[src/rtl/bldc_pkg.sv]
// Shared definitions for the BLDC commutation front end.
// Contents:
//   HALL_S0..HALL_S5  legal Hall codes {H3,H2,H1} in forward rotation order
//   HALL_LO/HALL_HI   the two illegal codes (all sensors low / all high)
//   SECTOR_NONE       sector value reported while no legal code is held
//   ST_ACQUIRE/TRACK  conditioner FSM state encoding
//   hall_legal, hall_to_sector, sector_next, sector_prev  decode helpers
package bldc_pkg;

   localparam logic [2:0] HALL_S0 = 3'b001;
   localparam logic [2:0] HALL_S1 = 3'b101;
   localparam logic [2:0] HALL_S2 = 3'b100;
   localparam logic [2:0] HALL_S3 = 3'b110;
   localparam logic [2:0] HALL_S4 = 3'b010;
   localparam logic [2:0] HALL_S5 = 3'b011;
   localparam logic [2:0] HALL_LO = 3'b000;
   localparam logic [2:0] HALL_HI = 3'b111;

   localparam logic [2:0] SECTOR_NONE = 3'd7;

   localparam logic [0:0] ST_ACQUIRE = 1'b0;
   localparam logic [0:0] ST_TRACK   = 1'b1;

   function automatic logic hall_legal(input logic [2:0] code);
      return (code != HALL_LO) && (code != HALL_HI);
   endfunction

   function automatic logic [2:0] hall_to_sector(input logic [2:0] code);
      case (code)
         HALL_S0: return 3'd0;
         HALL_S1: return 3'd1;
         HALL_S2: return 3'd2;
         HALL_S3: return 3'd3;
         HALL_S4: return 3'd4;
         HALL_S5: return 3'd5;
         default: return SECTOR_NONE;
      endcase
   endfunction

   function automatic logic [2:0] sector_next(input logic [2:0] s);
      return (s == 3'd5) ? 3'd0 : s + 3'd1;
   endfunction

   function automatic logic [2:0] sector_prev(input logic [2:0] s);
      return (s == 3'd0) ? 3'd5 : s - 3'd1;
   endfunction

endpackage

[src/rtl/hall_debounce.sv]
// Two-flop synchronizer plus candidate/counter debouncer for the 3-bit Hall bus.
// Ports:
//   clk, rst_n   system clock, asynchronous active-low reset
//   raw_i[2:0]   raw asynchronous Hall inputs {H3,H2,H1}
//   code_o[2:0]  debounced code
//   accept_o     1-cycle strobe, high in the cycle code_o takes a new value
// A code is accepted once DEBOUNCE_CYC consecutive identical synchronized samples
// have been seen (DEBOUNCE_CYC >= 2).
module hall_debounce #(
   parameter int DEBOUNCE_CYC = 8
) (
   input  logic       clk,
   input  logic       rst_n,
   input  logic [2:0] raw_i,
   output logic [2:0] code_o,
   output logic       accept_o
);

   localparam int CNT_W = (DEBOUNCE_CYC > 2) ? $clog2(DEBOUNCE_CYC) : 1;
   localparam logic [CNT_W-1:0] CNT_MAX = CNT_W'(DEBOUNCE_CYC - 1);
   // The counter is about to reach CNT_MAX with the current sample, so this
   // sample is the DEBOUNCE_CYC-th identical one.
   localparam logic [CNT_W-1:0] CNT_ARM = CNT_W'(DEBOUNCE_CYC - 2);

   logic [2:0]       sync1_q, sync2_q;
   logic [2:0]       cand_q, cand_d;
   logic [CNT_W-1:0] cnt_q, cnt_d;
   logic [2:0]       code_q, code_d;
   logic             accept_q, accept_d;

   always_comb begin
      cand_d   = cand_q;
      cnt_d    = cnt_q;
      code_d   = code_q;
      accept_d = 1'b0;
      if (sync2_q != cand_q) begin
         cand_d = sync2_q;
         cnt_d  = '0;
      end else begin
         if (cnt_q != CNT_MAX) cnt_d = cnt_q + 1'b1;
         if ((cnt_q >= CNT_ARM) && (cand_q != code_q)) begin
            code_d   = cand_q;
            accept_d = 1'b1;
         end
      end
   end

   always_ff @(posedge clk or negedge rst_n) begin
      if (!rst_n) begin
         sync1_q  <= '0;
         sync2_q  <= '0;
         cand_q   <= '0;
         cnt_q    <= '0;
         code_q   <= '0;
         accept_q <= 1'b0;
      end else begin
         sync1_q  <= raw_i;
         sync2_q  <= sync1_q;
         cand_q   <= cand_d;
         cnt_q    <= cnt_d;
         code_q   <= code_d;
         accept_q <= accept_d;
      end
   end

   assign code_o   = code_q;
   assign accept_o = accept_q;

endmodule

[src/rtl/hall_sensor_conditioner.sv]
// Hall sensor front end for BLDC commutation: debounced code, rotor sector,
// direction, edge strobe, edge-to-edge period, illegal-code fault, sequence-skip
// strobe and stall detection.
// Ports:
//   clk, rst_n          system clock, asynchronous active-low reset
//   H1, H2, H3          raw asynchronous Hall inputs
//   hall_code[2:0]      debounced {H3,H2,H1}
//   sector[2:0]         0..5, or 7 when no legal code is held
//   sector_valid        debounced code is legal
//   edge_pulse          1-cycle strobe on an adjacent sector change
//   dir                 1 = forward, 0 = reverse
//   period[PERIOD_W-1:0] clk cycles between the last two edge strobes
//   period_valid        period is a genuine measurement
//   stall               no edge for STALL_CYC cycles
//   fault               debounced code is 000 or 111
//   seq_err             1-cycle strobe on a non-adjacent legal change
module hall_sensor_conditioner
   import bldc_pkg::*;
#(
   parameter int DEBOUNCE_CYC = 8,
   parameter int PERIOD_W     = 20,
   parameter int STALL_CYC    = 1000000
) (
   input  logic                clk,
   input  logic                rst_n,
   input  logic                H1,
   input  logic                H2,
   input  logic                H3,
   output logic [2:0]          hall_code,
   output logic [2:0]          sector,
   output logic                sector_valid,
   output logic                edge_pulse,
   output logic                dir,
   output logic [PERIOD_W-1:0] period,
   output logic                period_valid,
   output logic                stall,
   output logic                fault,
   output logic                seq_err
);

   localparam logic [PERIOD_W-1:0] STALL_LIM = PERIOD_W'(STALL_CYC);

   function automatic logic [PERIOD_W-1:0] sat_inc(input logic [PERIOD_W-1:0] v);
      return (&v) ? v : v + 1'b1;
   endfunction

   logic [2:0]          code;
   logic                accept;
   logic [2:0]          new_sector;
   logic [PERIOD_W-1:0] cnt_inc;

   logic [0:0]          state_q, state_d;
   logic [2:0]          sector_q, sector_d;
   logic                sv_q, sv_d;
   logic                edge_q, edge_d;
   logic                dir_q, dir_d;
   logic [PERIOD_W-1:0] period_q, period_d;
   logic                pv_q, pv_d;
   logic                stall_q, stall_d;
   logic                fault_q, fault_d;
   logic                seq_q, seq_d;
   logic [PERIOD_W-1:0] cnt_q, cnt_d;
   // One edge has been seen since the last measurement break; the next edge
   // completes a genuine period.
   logic                armed_q, armed_d;

   hall_debounce #(.DEBOUNCE_CYC(DEBOUNCE_CYC)) u_debounce (
      .clk      (clk),
      .rst_n    (rst_n),
      .raw_i    ({H3, H2, H1}),
      .code_o   (code),
      .accept_o (accept)
   );

   always_comb begin
      state_d    = state_q;
      sector_d   = sector_q;
      sv_d       = sv_q;
      edge_d     = 1'b0;
      dir_d      = dir_q;
      period_d   = period_q;
      pv_d       = pv_q;
      stall_d    = stall_q;
      fault_d    = fault_q;
      seq_d      = 1'b0;
      armed_d    = armed_q;
      new_sector = hall_to_sector(code);
      cnt_inc    = sat_inc(cnt_q);
      // Counter stops at the stall limit so stall stays asserted until an edge.
      cnt_d      = (cnt_q >= STALL_LIM) ? cnt_q : cnt_inc;

      if ((cnt_d >= STALL_LIM) && !stall_q) begin
         stall_d = 1'b1;
         pv_d    = 1'b0;
         armed_d = 1'b0;
      end

      if (accept) begin
         if (!hall_legal(code)) begin
            fault_d  = 1'b1;
            sector_d = SECTOR_NONE;
            sv_d     = 1'b0;
            pv_d     = 1'b0;
            armed_d  = 1'b0;
            state_d  = ST_ACQUIRE;
         end else if (state_q == ST_ACQUIRE) begin
            fault_d  = 1'b0;
            sector_d = new_sector;
            sv_d     = 1'b1;
            pv_d     = 1'b0;
            armed_d  = 1'b0;
            cnt_d    = '0;
            state_d  = ST_TRACK;
         end else if ((new_sector == sector_next(sector_q)) ||
                      (new_sector == sector_prev(sector_q))) begin
            edge_d   = 1'b1;
            dir_d    = (new_sector == sector_next(sector_q));
            sector_d = new_sector;
            period_d = cnt_inc;
            cnt_d    = '0;
            stall_d  = 1'b0;
            pv_d     = armed_q;
            armed_d  = 1'b1;
         end else begin
            seq_d    = 1'b1;
            sector_d = new_sector;
            pv_d     = 1'b0;
            armed_d  = 1'b0;
            cnt_d    = '0;
         end
      end
   end

   always_ff @(posedge clk or negedge rst_n) begin
      if (!rst_n) begin
         state_q  <= ST_ACQUIRE;
         sector_q <= SECTOR_NONE;
         sv_q     <= 1'b0;
         edge_q   <= 1'b0;
         dir_q    <= 1'b1;
         period_q <= '0;
         pv_q     <= 1'b0;
         stall_q  <= 1'b0;
         fault_q  <= 1'b0;
         seq_q    <= 1'b0;
         cnt_q    <= '0;
         armed_q  <= 1'b0;
      end else begin
         state_q  <= state_d;
         sector_q <= sector_d;
         sv_q     <= sv_d;
         edge_q   <= edge_d;
         dir_q    <= dir_d;
         period_q <= period_d;
         pv_q     <= pv_d;
         stall_q  <= stall_d;
         fault_q  <= fault_d;
         seq_q    <= seq_d;
         cnt_q    <= cnt_d;
         armed_q  <= armed_d;
      end
   end

   assign hall_code    = code;
   assign sector       = sector_q;
   assign sector_valid = sv_q;
   assign edge_pulse   = edge_q;
   assign dir          = dir_q;
   assign period       = period_q;
   assign period_valid = pv_q;
   assign stall        = stall_q;
   assign fault        = fault_q;
   assign seq_err      = seq_q;

endmodule

[config.mk]
export PLATFORM = sky130hd
export DESIGN_NAME = hall_sensor_conditioner
export DESIGN_NICKNAME = d
export VERILOG_FILES = /design/src/rtl/bldc_pkg.sv /design/src/rtl/hall_debounce.sv /design/src/rtl/hall_sensor_conditioner.sv
export SDC_FILE = /design/constraint.sdc
export NUM_CORES = 1
export LEC_CHECK = 0
export CORE_MARGIN = 3
export CORE_UTILIZATION = 40
export DETAILED_ROUTE_END_ITERATION = 6
export PLACE_DENSITY = 0.71
export SLEW_MARGIN = 20
export SYNTH_ARGS = -nofsm -noshare
export SYNTH_HDL_FRONTEND = slang
export SYNTH_SLANG_ARGS = --single-unit
[constraint.sdc]
create_clock -name clk -period 8.85 [get_ports clk]
set_clock_uncertainty 0.15 [all_clocks]
set_input_delay 0.885 -clock clk [delete_from_list [all_inputs] [get_ports clk]]
set_output_delay 0.885 -clock clk [all_outputs]
set_load 0.1 [all_outputs]
Word-level counts from Yosys, hierarchy flattened
Cells that the tools add are included.
- $add $sub $neg: 4
- equal/unequal tests: 14
- reduce and logical (&&, ||, !) cells: 13
- multiplexer cells: 36
- bitwise gates (word level): 1
- $lt $le $gt $ge: 3
- operator list (operator ; number):
    $mux W20 ; 4
    $ge A20 B20 Y1 const B ; 2
    $mux W1 ; 26
    $add A20 B1 Y20 const B ; 1
    $reduce_and A20 Y1 ; 1
    $pmux W3 S6 ; 1
    $mux W3 ; 5
    $eq A3 B3 Y1 const B ; 4
    $add A3 B1 Y3 const B ; 2
    $eq A3 B2 Y1 const B ; 2
    $eq A3 B3 Y1 ; 2
    $ne A3 B3 Y1 ; 2
    $ne A3 B3 Y1 const B ; 2
    $reduce_and A2 Y1 ; 2
    $reduce_and A4 Y1 ; 1
    $reduce_bool A2 Y1 ; 2
    $eq A3 B1 Y1 const B ; 1
    $ge A3 B3 Y1 const B ; 1
    $logic_and A1 B1 Y1 ; 3
    $logic_not A3 Y1 ; 1
    $reduce_bool A3 Y1 ; 1
    $sub A3 B1 Y3 const B ; 1
    $ne A2 B2 Y1 const B ; 1
    $logic_not A1 Y1 ; 1
    other kinds (2) ; 2
- output and inout bits: 33
- bits in registers: 68
- word-level logic and storage cells: 89
- input bits: 5

Depth between registers and ports, before layout
Gate-level depths: netlist (run 1).
- depth in word-level cells: 10
- gate-level depth with buffers: 11
- mapped depth without buffers: 9

By module
From an unflattened synthesis (run 1), not the netlist that was laid out.
- cells, all modules: 376
- area total of the unflattened synthesis: 3767.4 µm²
- by module, submodules not included (module ; area each (µm²) ; cells an instance ; sequential area each (µm²) ; instances):
    hall_sensor_conditioner ; 3160.5 ; 336 ; 1306.3 ; 1
    hall_debounce ; 606.8 ; 40 ; 400.4 ; 1

Worst setup path after synthesis (run 1)
Ideal clock, no wire load.
- path kind: reg-to-reg
- from: reg sector_q[1], in the netlist sector[1]
- to: reg period_q[14], in the netlist period[14]
- setup time: 0.125 ns
- clock period less this slack: 3.531 ns
- data required time: 8.575 ns
- cell stages (with the launch flop): 11
- path slack: 5.319 ns
- arrival: 3.256 ns
- path through: dfstp_2 -> clkbuf_1 -> nor2_1 -> ha_1 -> nand3b_1 -> a2bb2oi_1 -> o32a_1 -> o21a_1 -> a221oi_2 -> buf_2 -> mux2_2
- word-level cells in the longest chain between the ends: 5
- elaborated cells between the ends (all ways): 10
- those cells by class: 2 x add/sub; 3 x eq/ne; 2 x mux; 3 x reduce/logical
- ends and longest elaborated chain (item ; RTL line ; RTL):
    start: declaration ; hall_sensor_conditioner.sv:53 ; logic [2:0] sector_q, sector_d;
    start signal: assignment ; hall_sensor_conditioner.sv:150 ; sector_q <= sector_d;
    $add A3 B1 Y3, or another cell as far along ; bldc_pkg.sv:41 ; return (s == 3'd5) ? 3'd0 : s + 3'd1;
    $mux W3, on equally long branches ; bldc_pkg.sv:41, bldc_pkg.sv:45 ;
    $eq A3 B3 Y1, on equally long branches ; hall_sensor_conditioner.sv:114, hall_sensor_conditioner.sv:115 ;
    $logic_or A1 B1 Y1 (*) ; hall_sensor_conditioner.sv:114 ; end else if ((new_sector == sector_next(sector_q)) ||
    $reduce_and A4 Y1 (no line) (*) ; n/a ;
    end signal: assignment ; hall_sensor_conditioner.sv:154 ; period_q <= period_d;
    end: declaration ; hall_sensor_conditioner.sv:57 ; logic [PERIOD_W-1:0] period_q, period_d;
Mark *: on every way between the ends. The rest lies on a longest branch, timed or not.
A chain may end at the register's enable or synchronous reset.

Worst setup path in the final report (run 1)
- from: reg u_debounce.code_q[1], in the netlist u_debounce.code_o[1]
- to: out hall_code[1]
- RTL lines (item ; RTL line ; RTL):
    start: declaration ; hall_debounce.sv:28 ; logic [2:0] code_q, code_d;
    start signal: assignment ; hall_debounce.sv:61 ; code_q <= code_d;
    end: declaration ; hall_sensor_conditioner.sv:29 ; output logic [2:0] hall_code,
No word-level cell between the ends.

==> results of run 1 <==
-- power by group through the flow --
stage                     clock (mW)  sequential, mW  combinational (mW)
after floorplan                    0           0.321             0.00366
after global placement             0           0.321              0.0116
after detailed placement           0           0.321              0.0118
after CTS                      0.293           0.315              0.0119
after global routing           0.310           0.315              0.0132
final                          0.287           0.315              0.0112
-- Yosys cell counts (3+ instances only) --
| master | n | area share, % |
|---|---|---|
| nor4_1 | 5 | 0.86 |
| nand2b_1 | 5 | 0.86 |
| nor2_1 | 60 | 6.2 |
| nor3_1 | 5 | 0.68 |
| o31ai_1 | 3 | 0.62 |
| buf_4 | 3 | 0.62 |
| xor2_1 | 12 | 2.9 |
| inv_1 | 16 | 1.6 |
| xnor2_1 | 20 | 4.8 |
| a21oi_1 | 20 | 2.7 |
| o21a_1 | 5 | 1.0 |
| dfrtp_1 | 64 | 44 |
| buf_2 | 5 | 0.68 |
| nand2_1 | 35 | 3.6 |
| dfstp_2 | 4 | 2.9 |
| a311o_1 | 3 | 0.82 |
| nand4_1 | 7 | 1.2 |
| o211ai_1 | 5 | 1.0 |
| o21ai_0 | 9 | 1.2 |
| clkbuf_1 | 16 | 1.6 |
| mux2_2 | 9 | 2.8 |
| ha_1 | 6 | 2.1 |
| a31oi_1 | 5 | 0.86 |
| nor2b_1 | 4 | 0.68 |
| mux2i_1 | 7 | 1.9 |
| nand3_1 | 16 | 2.2 |
-- worst max-delay path by stage --
stage | end | start | slack [ns]
after floorplan | period[14] | sector[1] | 5.32
after global placement | period[9] | sector[1] | 5.79
after detailed placement | period[9] | sector[1] | 5.77
after CTS | hall_code[1] | u_debounce.code_o[1] | 5.52
after global routing | hall_code[1] | u_debounce.code_o[1] | 5.45
final | hall_code[1] | u_debounce.code_o[1] | 5.55
-- flip-flops by register name, indices dropped and copies added, names as in the netlist --
signal / count
u_debounce.accept_o: 1
u_debounce.sync2_q: 3
u_debounce.sync1_q: 3
sector_valid: 1
cnt_q: 20
state_q: 1
period_valid: 1
edge_pulse: 1
period: 20
u_debounce.code_o: 3
sector: 3
u_debounce.cand_q: 3
u_debounce.cnt_q: 3
armed_q: 1
seq_err: 1
dir: 1
fault: 1
stall: 1
-- kinds of logic (layout without fill, tap and decap cells) --
family                     Yosys count  after routing
buffers and inverters               42             72
xor gates and xnor gates            32             32
AOI/OAI and AO/OA                   73             73
adders and majority gates            6              6
and+or+nand+nor                    152            152
DFF                                 68             68
muxes                               16             16
-- cell type report --
| class | instances | area, µm² |
|---|---|---|
| clock buffers | 9 | 123.9 |
| multi-input cells | 279 | 1775 |
| well taps | 108 | 135.1 |
| flip-flops and latches | 68 | 1707 |
| repair buffers | 40 | 387.9 |
| inverters | 16 | 60.06 |
| clock inverters | 7 | 101.3 |
| fillers | 833 | 4516 |
-- layer usage --
metal	vias to the layer above	wire, µm	global-route usage, %
met5	-	0	0
met4	0	150	7.566
met3	12	359	2.617
met2	82	3400	24.25
met1	1400	3866	24.40
li1	1399	-	-
==> summary.txt, run 1 <==
Clock network
  – Clock tree sinks: 68
  – Hold buffers post-CTS: 0
  – Worst-Skew Late Latency: 0.35 ns
  – TritonCTS buffer count: 9
  – Post-cts sizing count: 0
  – H-tree depth: 3
  – Clock transition at the registers of the reported paths: 0.08 ns
  – Clk root buf: clkbuf_8
  – CTS tree: built
  – Clock Path Buffers: 2
  – Post-CTS setup buffers: 0

Detailed routing
  – Drt total wl: 7776 µm
  – Routed WL per cell: 14.76 µm
  – DRT Pass-1 Iters: 4
  – Final ANT Viol Nets: 0
  – DR iter-0 viols: 154
  – Remaining DRCs: 0
  – Routed via count: 2,893
  – Via/cell ratio: 5.490

Pwr
  – Peak VDD IR: 0.07500 mV
  – Total power: 613.1 µW
  – Pwr dens: 142.9 nW/µm²
  – Sequential power share: 51.4%
  – Switching share of total power: 22.26%
  – Internal power: 476.6 µW
  – Leakage: 1.772 nW
  – Share of power burned in the clock network: 46.8%
  – Combinational Power Share: 1.8%
  – Psw: 136.5 µW

Finish
  – Area grow syn2layout: 17.43%
  – Proportion of layout cells with a drive suffix above 1: 10.50%
  – Filler-free cell count of the finished design: 527
  – Fin nets: 425
  – Diode count: 0
  – Most common cell after layout, fill and taps aside: dfrtp_1
  – Final Cell Area: 4290 µm²
  – Most frequent cells in the layout: dfrtp_1, nor2_1, clkdlybuf4s50_1
  – Post-layout utilization of the core: 48.72%

Logic synthesis
  – Fraction of the mapped netlist area in simple logic gates: 19.76%
  – Synthesized Nets: 400
  – Syn avg cell area: 9.392 µm²
  – Post-synthesis xor/xnor area fraction: 7.671%
  – Number of synthesized register bits: 68
  – Synth async-reset ratio: 100.0%
  – Post-synthesis sequential area ratio: 46.71%
  – Cell area after synthesis: 3654 µm²
  – Synthesized instance count: 389
  – Post-Synth Adder-Cell Area: 2.055%
  – Distinct cells, synth: 59
  – Post-synth EDFFs: 0
  – Commonest register cell after synthesis: dfrtp_1
  – Syn. warnings: 0
  – Compound-Gate Fraction of Synth Area: 14.11%
  – Largest family of logic cells by synthesized area: simple AND/OR/NAND/NOR gates
  – Post-synthesis mux area share: 4.692%

Min path
  – Hold endpoint: u_debounce.sync2_q[2]
  – Hold Path Class: flop to flop
  – Hold wc startpoint: u_debounce.sync1_q[2]
  – Hold Crit Depth: 0

Critical path
  – Critical path depth: 1
  – Critical path's slowest cell: clkdlybuf4s50_1
  – Bufs and invs on worst path: 1
  – Worst setup EP type: output port
  – Reg2reg path depth: 7
  – Crit path DAT: 2.27 ns
  – Critical setup path kind: flop to output port
  – CP delay by family, top: buffers and inverters
  – Capturing point of the worst reg2reg path: period_valid
  – Req. time, crit path: 7.82 ns
  – Critical path startpoint category: flop
  – Reg-to-reg setup timing slack: 5.73 ns
  – Largest fanout on the critical path: 18
  – CP Cell Sequence: clkdlybuf4s50_1
  – Critical Path Max Stage Delay: 1.24 ns
  – Critical R2R Launch: cnt_q[12]

GRT
  – Vias in the first global route: 2,792
  – Gr ovfl total: 0
  – Largest net degree at the start of global routing: 69
  – Total track usage: 16.67%
  – First-pass GRT wire length: 13,670 µm
  – Initial antenna violation count: 0

Placed design
  – Final GP Congestion: 0.9351
  – Post-placement cell area: 4065 µm²
  – Placed Instances: 511
  – Port Buffers: 37
  – Pre-CTS WS: 5.772 ns
  – Dpl hpwl: 5287 µm

Floorplanning
  – Core Area: 8806 µm²
  – Die Width: 101.6 µm
  – I/O pins: 38
  – Die extent in y: 101.6 µm
  – Starting Density: 41.49%
  – Die ar.: 10,320 µm²
  – Row count: 34

Timing
  – RSZ-0062 raised after global routing: false
  – Max frequency: 302.6 MHz
  – Final worst path period share: 37.34%
  – Worst setup margin: 5.545 ns
  – Pins Over Slew Limit: 0
  – Slew margin rel.: 34.84%
  – Final TNS setup: 0 ns
  – Hold slack: 0.2031 ns
  – Final setup viols: 0
  – Min Tclk post-route: 3.305 ns
  – Fin. Hold Viols: 0
  – Worst Tran Pin Value: 0.9744 ns

Run status
  – Run status: finished clean

Run
  – Maxcap violations: 0
No activity file was read; power rests on OpenSTA's default activity.
==> run 2, diff against run 1 <==
- clock period: 8.85 -> 3.4 ns (I/O delays scaled with it)
==> run 2 against run 1 <==
Against the previous run:
- via count is 0.14% higher
- total power grew to 2.5 times the previous value
- clock power is 140% higher
- wire length is 1.3% higher
- global-route usage is 0.16 points lower
- register-to-register slack worse by 5.4 ns
- die area stayed put
- final area is 0.67% higher
- worst hold slack hardly changed
- critical path type is now flop to flop
- critical endpoint is now period_valid
- highest routed layer unchanged
==> summary.txt, run 2 (synthesis results as in run 1) <==
Critical path
  – Critical path's slowest cell: or4_1
  – Worst setup EP type: flop
  – Crit path DAT: 3.16 ns
  – Critical setup path kind: flop to flop
  – CP Cell Sequence: ha_1 > nand2_1 > or4_1 > o21bai_2 > nand2b_1 > a2111o_1 > a211o_1 > a32o_1
  – Critical path startpoint category: flop
  – Largest fanout on the critical path: 10
  – Req. time, crit path: 3.49 ns
  – Critical Path Max Stage Delay: 0.68 ns

Clock network
  – Clock tree sinks: 68
  – Post-cts sizing count: 0
  – H-tree depth: 3
  – Clock transition at the registers of the reported paths: 0.08 ns
  – Worst-Skew Late Latency: 0.34 ns
  – CTS tree: built
  – TritonCTS buffer count: 9
  – Post-CTS setup buffers: 0
  – Clock Path Buffers: 2
  – Clk root buf: clkbuf_8

Detailed routing
  – Remaining DRCs: 0
  – DR iter-0 viols: 186
  – Drt total wl: 7879 µm
  – Via/cell ratio: 5.445
  – Final ANT Viol Nets: 0
  – DRT Pass-1 Iters: 4
  – Routed WL per cell: 14.81 µm
  – Routed via count: 2,897

Floorplanning
  – Core Area: 8806 µm²
  – Die Width: 101.6 µm
  – Die extent in y: 101.6 µm
  – Die ar.: 10,320 µm²
  – Row count: 34
  – I/O pins: 38
  – Starting Density: 41.49%

Placed design
  – Placed Instances: 515
  – Post-placement cell area: 4096 µm²
  – Port Buffers: 37
  – Final GP Congestion: 0.8684
  – Pre-CTS WS: 0.4013 ns
  – Dpl hpwl: 5451 µm

Timing
  – Final setup viols: 0
  – RSZ-0062 raised after global routing: false
  – Final worst path period share: 90.41%
  – Slew margin rel.: 34.85%
  – Final TNS setup: 0 ns
  – Worst setup margin: 0.3260 ns
  – Fin. Hold Viols: 0
  – Worst Tran Pin Value: 0.9742 ns
  – Max frequency: 325.3 MHz
  – Pins Over Slew Limit: 0
  – Min Tclk post-route: 3.074 ns

GRT
  – Vias in the first global route: 2,805
  – First-pass GRT wire length: 13,520 µm
  – Gr ovfl total: 0
  – Total track usage: 16.51%
  – Initial antenna violation count: 0
  – Largest net degree at the start of global routing: 50

Pwr
  – Combinational Power Share: 2.1%
  – Pwr dens: 357.8 nW/µm²
  – Leakage: 1.810 nW
  – Sequential power share: 53.1%
  – Switching share of total power: 21.92%
  – Peak VDD IR: 0.1421 mV
  – Internal power: 1.206 mW
  – Psw: 338.7 µW
  – Share of power burned in the clock network: 44.9%

Finish
  – Filler-free cell count of the finished design: 532
  – Diode count: 0
  – Most common cell after layout, fill and taps aside: dfrtp_1
  – Most frequent cells in the layout: dfrtp_1, nor2_1, nand2_1
  – Proportion of layout cells with a drive suffix above 1: 12.74%
  – Area grow syn2layout: 18.22%
  – Final Cell Area: 4319 µm²
  – Fin nets: 430

Min path
  – Hold Path Class: flop to flop

Run
  – Maxcap violations: 0

Run status
  – Run status: finished clean
[run 2: power groups by stage]
stage | logic (mW) | clock network [mW] | registers (mW)
4_1_cts | 0.0323 | 0.713 | 0.820
6_report | 0.0320 | 0.693 | 0.820
2_1_floorplan | 0.00951 | 0 | 0.835
3_3_place_gp | 0.0311 | 0 | 0.835
3_5_place_dp | 0.0323 | 0 | 0.836
5_1_grt | 0.0376 | 0.755 | 0.821
[run 2: routing by layer]
metal | routed length [µm] | vias to the layer above | track usage (%)
li1 | - | 1402 | -
met1 | 3581 | 1412 | 22.29
met2 | 3844 | 72 | 25.45
met3 | 335 | 11 | 3.926
met4 | 117 | 0 | 6.953
met5 | 0 | - | 0
[run 2: repair_timing]
item / 4_1_cts / 5_1_grt
hold endpoints to repair: 0 / 47
hold buffers: 0 / 1
setup endpoints to repair: 0 / 0
[run 2: stage by stage]
stage | total power, mW | util (%) | hold WS [ns]
floorplan | 0.8445 | - | -0.1056
global placement | 0.8664 | 46.52 | 0.1852
detailed placement | 0.8682 | 46.52 | 0.1902
CTS | 1.565 | 48.91 | 0.07732
global route | 1.613 | 49.05 | 0.2193
finish | 1.545 | 49.05 | 0.2034
[run 2: final cells by class]
cell class | instances | area (µm²)
fill | 821 | 4487
multi-input combinational | 279 | 1775
clock buffer | 11 | 151.4
tap | 108 | 135.1
sequential | 68 | 1710
clock inverter | 5 | 58.81
inverter | 16 | 60.06
timing repair buffer | 45 | 427.9
[run 2: critical path: cells and delay by family, from the launching register on]
| kind | cells | cell delay (ns) |
|---|---|---|
| AND/OR/NAND/NOR | 3 | 0.89 |
| flip-flops | 1 | 0.44 |
| adder cells (fa/ha/maj) | 1 | 0.28 |
| AO/OA/AOI/OAI | 4 | 1.21 |
[run 2: path summary, 6_finish.rpt]
| path | from | end | slack (ns) | cells after the start |
|---|---|---|---|---|
| setup / recovery | cnt_q[0] | period_valid | 0.33 | 8 |
| hold / removal | u_debounce.sync1_q[2] | u_debounce.sync2_q[2] | 0.20 | 0 |
| setup reg to reg | cnt_q[0] | period_valid | 0.33 | 8 |
| hold reg to reg | u_debounce.sync1_q[2] | u_debounce.sync2_q[2] | 0.20 | 0 |
| max in group asynchronous | rst_n | dir | 2.02 | 3 |
| min in group asynchronous | rst_n | cnt_q[13] | 0.40 | 2 |
==> run 3, diff against run 2 <==
- CORE_MARGIN: 3 -> 5
- REMOVE_ABC_BUFFERS: default -> 1
==> run 3 against run 2 <==
Against the previous run:
- via count is 1.9% lower
- utilization down 0.81 points
- worst hold slack got worse by 0.18 ns
- global-route usage down 2.4 points
- critical endpoint unchanged
==> summary.txt, run 3 (synthesis results as in run 1) <==
Finish
  – Diode count: 0
  – Area of the multi-input gates: 1775 µm²
  – Most frequent cells in the layout: dfrtp_1, nor2_1, nand2_1
  – Most common cell after layout, fill and taps aside: dfrtp_1
  – Fin nets: 428
  – Filler-free cell count of the finished design: 530
  – Final-layout fill cell count: 845
  – Proportion of layout cells with a drive suffix above 1: 11.85%
  – Final Cell Area: 4248 µm²
  – Area grow syn2layout: 16.27%
  – Sequential cell area: 1707 µm²

Placed design
  – Post-placement cell area: 4085 µm²
  – Dpl hpwl: 5204 µm
  – Port Buffers: 37
  – Placed Instances: 514
  – Final GP Congestion: 0.8995
  – Pre-CTS WS: 0.4072 ns

Clock network
  – Clock tree sinks: 68
  – Worst-Skew Late Latency: 0.34 ns
  – Post-CTS setup buffers: 0
  – CTS tree: built
  – Clock Path Buffers: 2
  – TritonCTS buffer count: 9
  – Post-cts sizing count: 0
  – Clk root buf: clkbuf_8
  – Clock transition at the registers of the reported paths: 0.07 ns
  – Hold buffers post-CTS: 0
  – H-tree depth: 3

Timing
  – Pins Over Slew Limit: 0
  – Worst Tran Pin Value: 0.9796 ns
  – Worst setup margin: 0.3840 ns
  – Max frequency: 331.6 MHz
  – Final TNS setup: 0 ns
  – RSZ-0062 raised after global routing: false
  – Fin. Hold Viols: 0
  – Final worst path period share: 88.71%
  – Final setup viols: 0
  – Slew margin rel.: 34.49%
  – Min Tclk post-route: 3.016 ns

Floorplanning
  – Core Area: 8806 µm²
  – Starting Density: 41.49%
  – I/O pins: 38
  – Die extent in y: 105.6 µm
  – Die ar.: 11,150 µm²
  – Row count: 34
  – Die Width: 105.6 µm

Pwr
  – Peak VDD IR: 0.1410 mV
  – Pwr dens: 330.6 nW/µm²
  – Leakage: 1.781 nW
  – Total power: 1.404 mW

GRT
  – First-pass GRT wire length: 12,920 µm
  – Vias in the first global route: 2,703
  – Largest net degree at the start of global routing: 69
  – Total track usage: 14.10%
  – Initial antenna violation count: 0
  – Gr ovfl total: 0

Run status
  – Run status: finished clean

Critical path
  – Critical R2R Launch: cnt_q[0]
  – Critical Path Max Stage Delay: 0.68 ns
  – CP Cell Sequence: ha_1 > nand2_1 > or4_1 > o21bai_2 > nand2b_1 > a2111o_1 > a211o_1 > a32o_1
  – Req. time, crit path: 3.48 ns
  – CP delay by family, top: compound AO/OA/AOI/OAI gates
  – Critical path's slowest cell: or4_1
  – Worst Setup EP: period_valid
  – Crit path DAT: 3.10 ns
  – Worst setup EP type: flop
  – Bufs and invs on worst path: 0
  – Largest fanout on the critical path: 10
  – Reg2reg path depth: 8
  – Capturing point of the worst reg2reg path: period_valid
  – Reg-to-reg setup timing slack: 0.38 ns
  – Critical setup path kind: flop to flop
  – Critical path depth: 8
  – Critical path startpoint category: flop
  – Worst Setup SP: cnt_q[0]

Min path
  – Hold Path Class: input pin to async pin

Detailed routing
  – Routed WL per cell: 14.07 µm
  – Via/cell ratio: 5.364
  – Remaining DRCs: 0
  – DRT Pass-1 Iters: 4
  – DR top layer: met4
  – Routed met2 length: 3509 µm
  – DR iter-0 viols: 180
  – DR WL met3: 245 µm
  – Drt total wl: 7456 µm
  – M1 wire length: 3573 µm
  – Final ANT Viol Nets: 0
  – Routed via count: 2,843

Run
  – Maxcap violations: 0
[run 3: area by class of cell]
cell class                      count  area share (%)
Sequential cell                    68           40.18
Timing Repair Buffer               43           9.602
Tap cell                          108           3.181
Multi-Input combinational cell    279           41.80
Clock buffer                       12           3.181
Clock inverter                      4          0.6480
Inverter                           16           1.414
[run 3: worst min path at each step]
stage | startpoint | endpoint | slack, ns | cells past startpoint
floorplan | rst_n | armed_q | -0.11 | 0
global placement | u_debounce.sync1_q[0] | u_debounce.sync2_q[0] | 0.19 | 0
detailed placement | u_debounce.sync1_q[1] | u_debounce.sync2_q[1] | 0.19 | 0
CTS | rst_n | period[2] | 0.06 | 2
global route | rst_n | period[2] | 0.12 | 2
finish | rst_n | period[2] | 0.02 | 2
[run 3: power breakdown]
part	internal, mW	switching (mW)	total (mW)
Clock	0.265	0.290	0.555
Combinational	0.00951	0.0196	0.0291
Sequential	0.816	0.00482	0.820
[run 3: metal layers]
layer	vias up	GRT usage, %
li1	1397	-
met5	-	0
met3	9	2.445
met1	1392	18.90
met4	0	6.383
met2	45	22.40
[run 3: through the flow]
step	hold WS (ns)	util, %
global placement	0.1866	46.39
floorplan	-0.1056	-
detailed placement	0.1871	46.39
global route	0.1219	48.24
CTS	0.06435	48.24
finish	0.02076	48.24
[run 3: worst register-to-register path: stages, from the launching register on]
cell and delay, ns:
dfrtp_1 0.44, ha_1 0.28, nand2_1 0.14, or4_1 0.68
o21bai_2 0.20, nand2b_1 0.07, a2111o_1 0.43, a211o_1 0.28
a32o_1 0.25
==> patch 1 (settings of run 3) <==
`DEBOUNCE_CYC` is set to 8 in 2 places; all go to 16.
--- a/src/rtl/hall_debounce.sv
+++ b/src/rtl/hall_debounce.sv
@@ -8,5 +8,5 @@
 // have been seen (DEBOUNCE_CYC >= 2).
 module hall_debounce #(
-   parameter int DEBOUNCE_CYC = 8
+   parameter int DEBOUNCE_CYC = 16
 ) (
    input  logic       clk,
--- a/src/rtl/hall_sensor_conditioner.sv
+++ b/src/rtl/hall_sensor_conditioner.sv
@@ -18,5 +18,5 @@
    import bldc_pkg::*;
 #(
-   parameter int DEBOUNCE_CYC = 8,
+   parameter int DEBOUNCE_CYC = 16,
    parameter int PERIOD_W     = 20,
    parameter int STALL_CYC    = 1000000
Formal check against the unedited RTL: same outputs for any inputs over 10 cycles, from zero or initial values and one cycle with rst_n low; that may be too few to reach the edited logic, so the function may still have changed.
==> patch 1 against run 3 <==
- synthesized cell count grew 0.26%
- design area grew 1.7%
- via count grew 1.0%
- area after synthesis grew 1.7%
- sequential power grew 1%
- fmax grew 2.5%
- critical path depth grew 3
- sequential share of layout area shrank 0.084 points
- power grew 10%
- sequential cell count grew 1
- worst setup slack gained 73 ps
- routed wire length grew 3.5%
- critical endpoint is now period[5]
- largest cell class unchanged
==> patch 1: results (changes against run 3) <==
status:
  status: "completed"
power:
  peakVddDrop_mv: 0.185  # +31%
  leakage_nw: 1.83  # +2.8%
  internal_power_mw: 1.18  # +8.4%
detailed_routing:
  wire_per_inst_um: 14.5  # +2.9%
  vias: 2872  # +1.0%
synth:
  yosysSeqAreaShare_pct: 46.6  # -0.097 points
  yosys.cell_types.count: 61  # +3.4%
  synth_commonest_cells: "dfrtp_1, nand2_1, nor2_1, o21ai_0, xnor2_1"
  synth_compound_area_share_pct: 14.5  # +0.37 points
  synthCells: 390  # +0.26%
  yosys-mux-area-fraction_pct: 2.22  # -2.5 points
placement:
  pre_cts_slack_ps: 526  # +119 ps
  hpwl_mm: 5.44  # +4.6%
setup_path:
  crit_slowest_cell: "dfstp_2"
  worstSetupStartpoint: "sector[0]"
  cp.arrival_ps: 3060  # -40 ps
  critPathTopFamily: "simple AND/OR/NAND/NOR gates"
  cpPeakStageDelay_ps: 640  # -40 ps
clock_tree:
  clk_pin_slew_ps: 90  # +20 ps
global_routing:
  grt_pass1_wl_mm: 12.9  # +0.22%
  grt_max_degree: 70  # +1.4%
  track_usage_pct: 14.3  # +0.22 points
final_layout:
  num-nets-final: 427  # -0.23%
  layoutNonFillerInstCount: 533  # +0.57%
==> patch 1: logic make-up (layout without fill, tap and decap cells) <==
family	count (synthesis)	count (layout)
buf+inv	39	71
simple gates	159	159
fa+ha+maj	5	5
flops	69	69
compound gates	73	73
mux	8	8
xor+xnor	37	37
==> patch 1: layout make-up <==
type                       count  area (µm²)
fill                         887        4830
tap                          111         139
clock buffer                  10         128
sequential                    69        1730
clock inverter                 6        71.3
inverter                      12        45.0
multi-input combinational    282        1810
timing repair buffer          43         395
==> patch 1: layer usage <==
layer | GRT usage (%) | vias up | share of wire, %
li1 | - | 1398 | -
met3 | 4.01 | 10 | 4.4
met1 | 18.4 | 1417 | 46
met5 | 0 | - | 0
met4 | 5.55 | 0 | 1.3
met2 | 22.9 | 47 | 48
==> patch 1: worst paths after layout <==
kind	slack, ps	depth (start not counted)	endpoint
worst max-delay path	460	11	period[5]
worst min-delay path	20	2	u_debounce.cnt_q[3]
worst min register to register	200	0	u_debounce.sync2_q[1]
min in group clk	200	0	u_debounce.sync2_q[1]
worst max register to register	460	11	period[5]
max in group asynchronous	2510	2	period[5]
==> patch 1: power by group through the flow <==
stage          sequential (mW)  combinational, mW  clock [mW]
3_3_place_gp             0.848             0.0303           0
6_report                 0.832             0.0295       0.689
3_5_place_dp             0.849             0.0316           0
2_1_floorplan            0.847            0.00847           0
4_1_cts                  0.833             0.0317       0.708
5_1_grt                  0.833             0.0346       0.748
==> patch 1: metrics by stage <==
| step | hold WS [ps] | instance area (µm²) |
|---|---|---|
| 2_1_floorplan | -106 | 3590 |
| 3_3_place_gp | 186 | 4120 |
| 4_1_cts | 58.4 | 4320 |
| 3_5_place_dp | 187 | 4120 |
| 6_report | 22.9 | 4320 |
| 5_1_grt | 114 | 4320 |
==> patch 2 (settings of run 3) <==
Without the edit above. Put one more register stage on the output `seq_err`, cleared by the reset. The value now appears one clock later. The other outputs are not delayed to match. Comments in the files are not updated.
--- a/src/rtl/hall_sensor_conditioner.sv
+++ b/src/rtl/hall_sensor_conditioner.sv
@@ -171,5 +171,11 @@
    assign stall        = stall_q;
    assign fault        = fault_q;
-   assign seq_err      = seq_q;
+   always_ff @(posedge clk or negedge rst_n) begin
+      if (!rst_n) begin
+         seq_err <= '0;
+      end else begin
+         seq_err <= seq_q;
+      end
+   end
 
 endmodule
Behaviour: same outputs for any inputs over 10 cycles, from zero or initial values and one cycle with rst_n low; that may be too few to reach the edited logic, so the function may still have changed.
==> patch 2 against run 3 <==
- worst setup slack lost 15 ps
- final cell count grew 0.94%
- design area grew 1.6%
- routed wire length grew 1.3%
- sequential cell count grew 1
- area after synthesis grew 0.68%
- power grew 4.1%
- clock power grew 7.7%
- critical endpoint unchanged
- largest cell class unchanged
==> patch 2: results (changes against run 3) <==
synth:
  yosysSeqAreaShare_pct: 47.1  # +0.36 points
  synth_commonest_cells: "dfrtp_1, nor2_1, nand2_1, a21oi_1, xnor2_1"
  ys.warnings.count: 0  # unchanged
  ys_top_cells_by_area: "dfrtp_1, nor2_1, xnor2_1"
  avgSynthCellArea_um2: 9.43  # +0.43%
detailed_routing:
  vias: 2815  # -0.98%
  drt-initial-drc-count: 214  # +19%
  routed_wl_mm: 7.55  # +1.3%
  wire_per_inst_um: 14.1  # +0.31%
clock_tree:
  root_buffer: "clkbuf_8"
  hold_buffers: 1  # +1
placement:
  io_buffers: 37  # unchanged
  placedCellCount: 518  # +0.78%
  pre_cts_slack_ps: 407  # -0.358 ps
  gp_congestion: 0.904  # +0.49%
  hpwl_mm: 5.18  # -0.53%
timing:
  holdWs_ps: 201  # +180 ps
global_routing:
  track_usage_pct: 14.3  # +0.22 points
  grt_max_degree: 70  # +1.4%
  grt_pass1_wl_mm: 13.0  # +1.0%
  grt_pass1_vias: 2748  # +1.7%
worst_hold_path:
  hold_path.class: "reg2reg"
status:
  status: "completed"
final_layout:
  drive_above_1_share_pct: 12.3  # +0.42 points
  num-nets-final: 430  # +0.47%
power:
  peakVddDrop_mv: 0.156  # +11%
-- patch 2: how the worst max path moves through the flow --
| stage | startpoint | endpoint | cells after the start |
|---|---|---|---|
| 6_report | cnt_q[0] | period_valid | 8 |
| 3_3_place_gp | cnt_q[0] | period_valid | 8 |
| 5_1_grt | cnt_q[0] | period_valid | 8 |
| 3_5_place_dp | cnt_q[0] | period_valid | 8 |
| 4_1_cts | cnt_q[0] | period_valid | 8 |
| 2_1_floorplan | u_debounce.code_o[1] | period[0] | 6 |
-- patch 2: critical path: stages (launching register included) --
cell,delay [ps]
dfrtp_1,450
ha_1,300
nand2_1,140
or4_1,670
o21bai_2,200
nand2b_1,70
a2111o_1,420
a211o_1,280
a32o_1,250
-- patch 2: where the power goes --
part	total, mW	switching (mW)	internal, mW	leakage [nW]
Clock	0.598	0.296	0.302	0.0961
Sequential	0.832	0.00502	0.827	0.914
Combinational	0.0321	0.0201	0.0120	0.806
-- patch 2: area by class of cell --
type,instances,area (µm²)
fill,884,4790
multi-input combinational,279,1780
sequential,69,1730
timing repair buffer,44,430
clock buffer,12,155
tap,111,139
inverter,16,60.1
clock inverter,4,23.8
-- patch 2: cell families after synthesis --
kind of cell    share of synthesized area (%)
buf+inv                                  4.97
xor+xnor                                 7.62
fa+ha+maj                                2.04
compound gates                           14.0
simple gates                             19.6
flops                                    47.1
mux                                      4.66
-- patch 2: metal layers --
metal | track usage [%] | vias up | wire, µm
li1 | - | 1402 | -
met1 | 19.1 | 1365 | 3660
met2 | 22.7 | 44 | 3560
met3 | 3.22 | 4 | 245
met4 | 5.55 | 0 | 76
met5 | 0 | - | 0
-- patch 2: per-stage QoR --
step	total power, mW	setup TNS, ps	area, µm²
3_3_place_gp	0.880	0	4130
2_1_floorplan	0.856	-22640	3560
5_1_grt	1.53	0	4320
4_1_cts	1.49	0	4320
3_5_place_dp	0.881	0	4130
6_report	1.46	0	4320
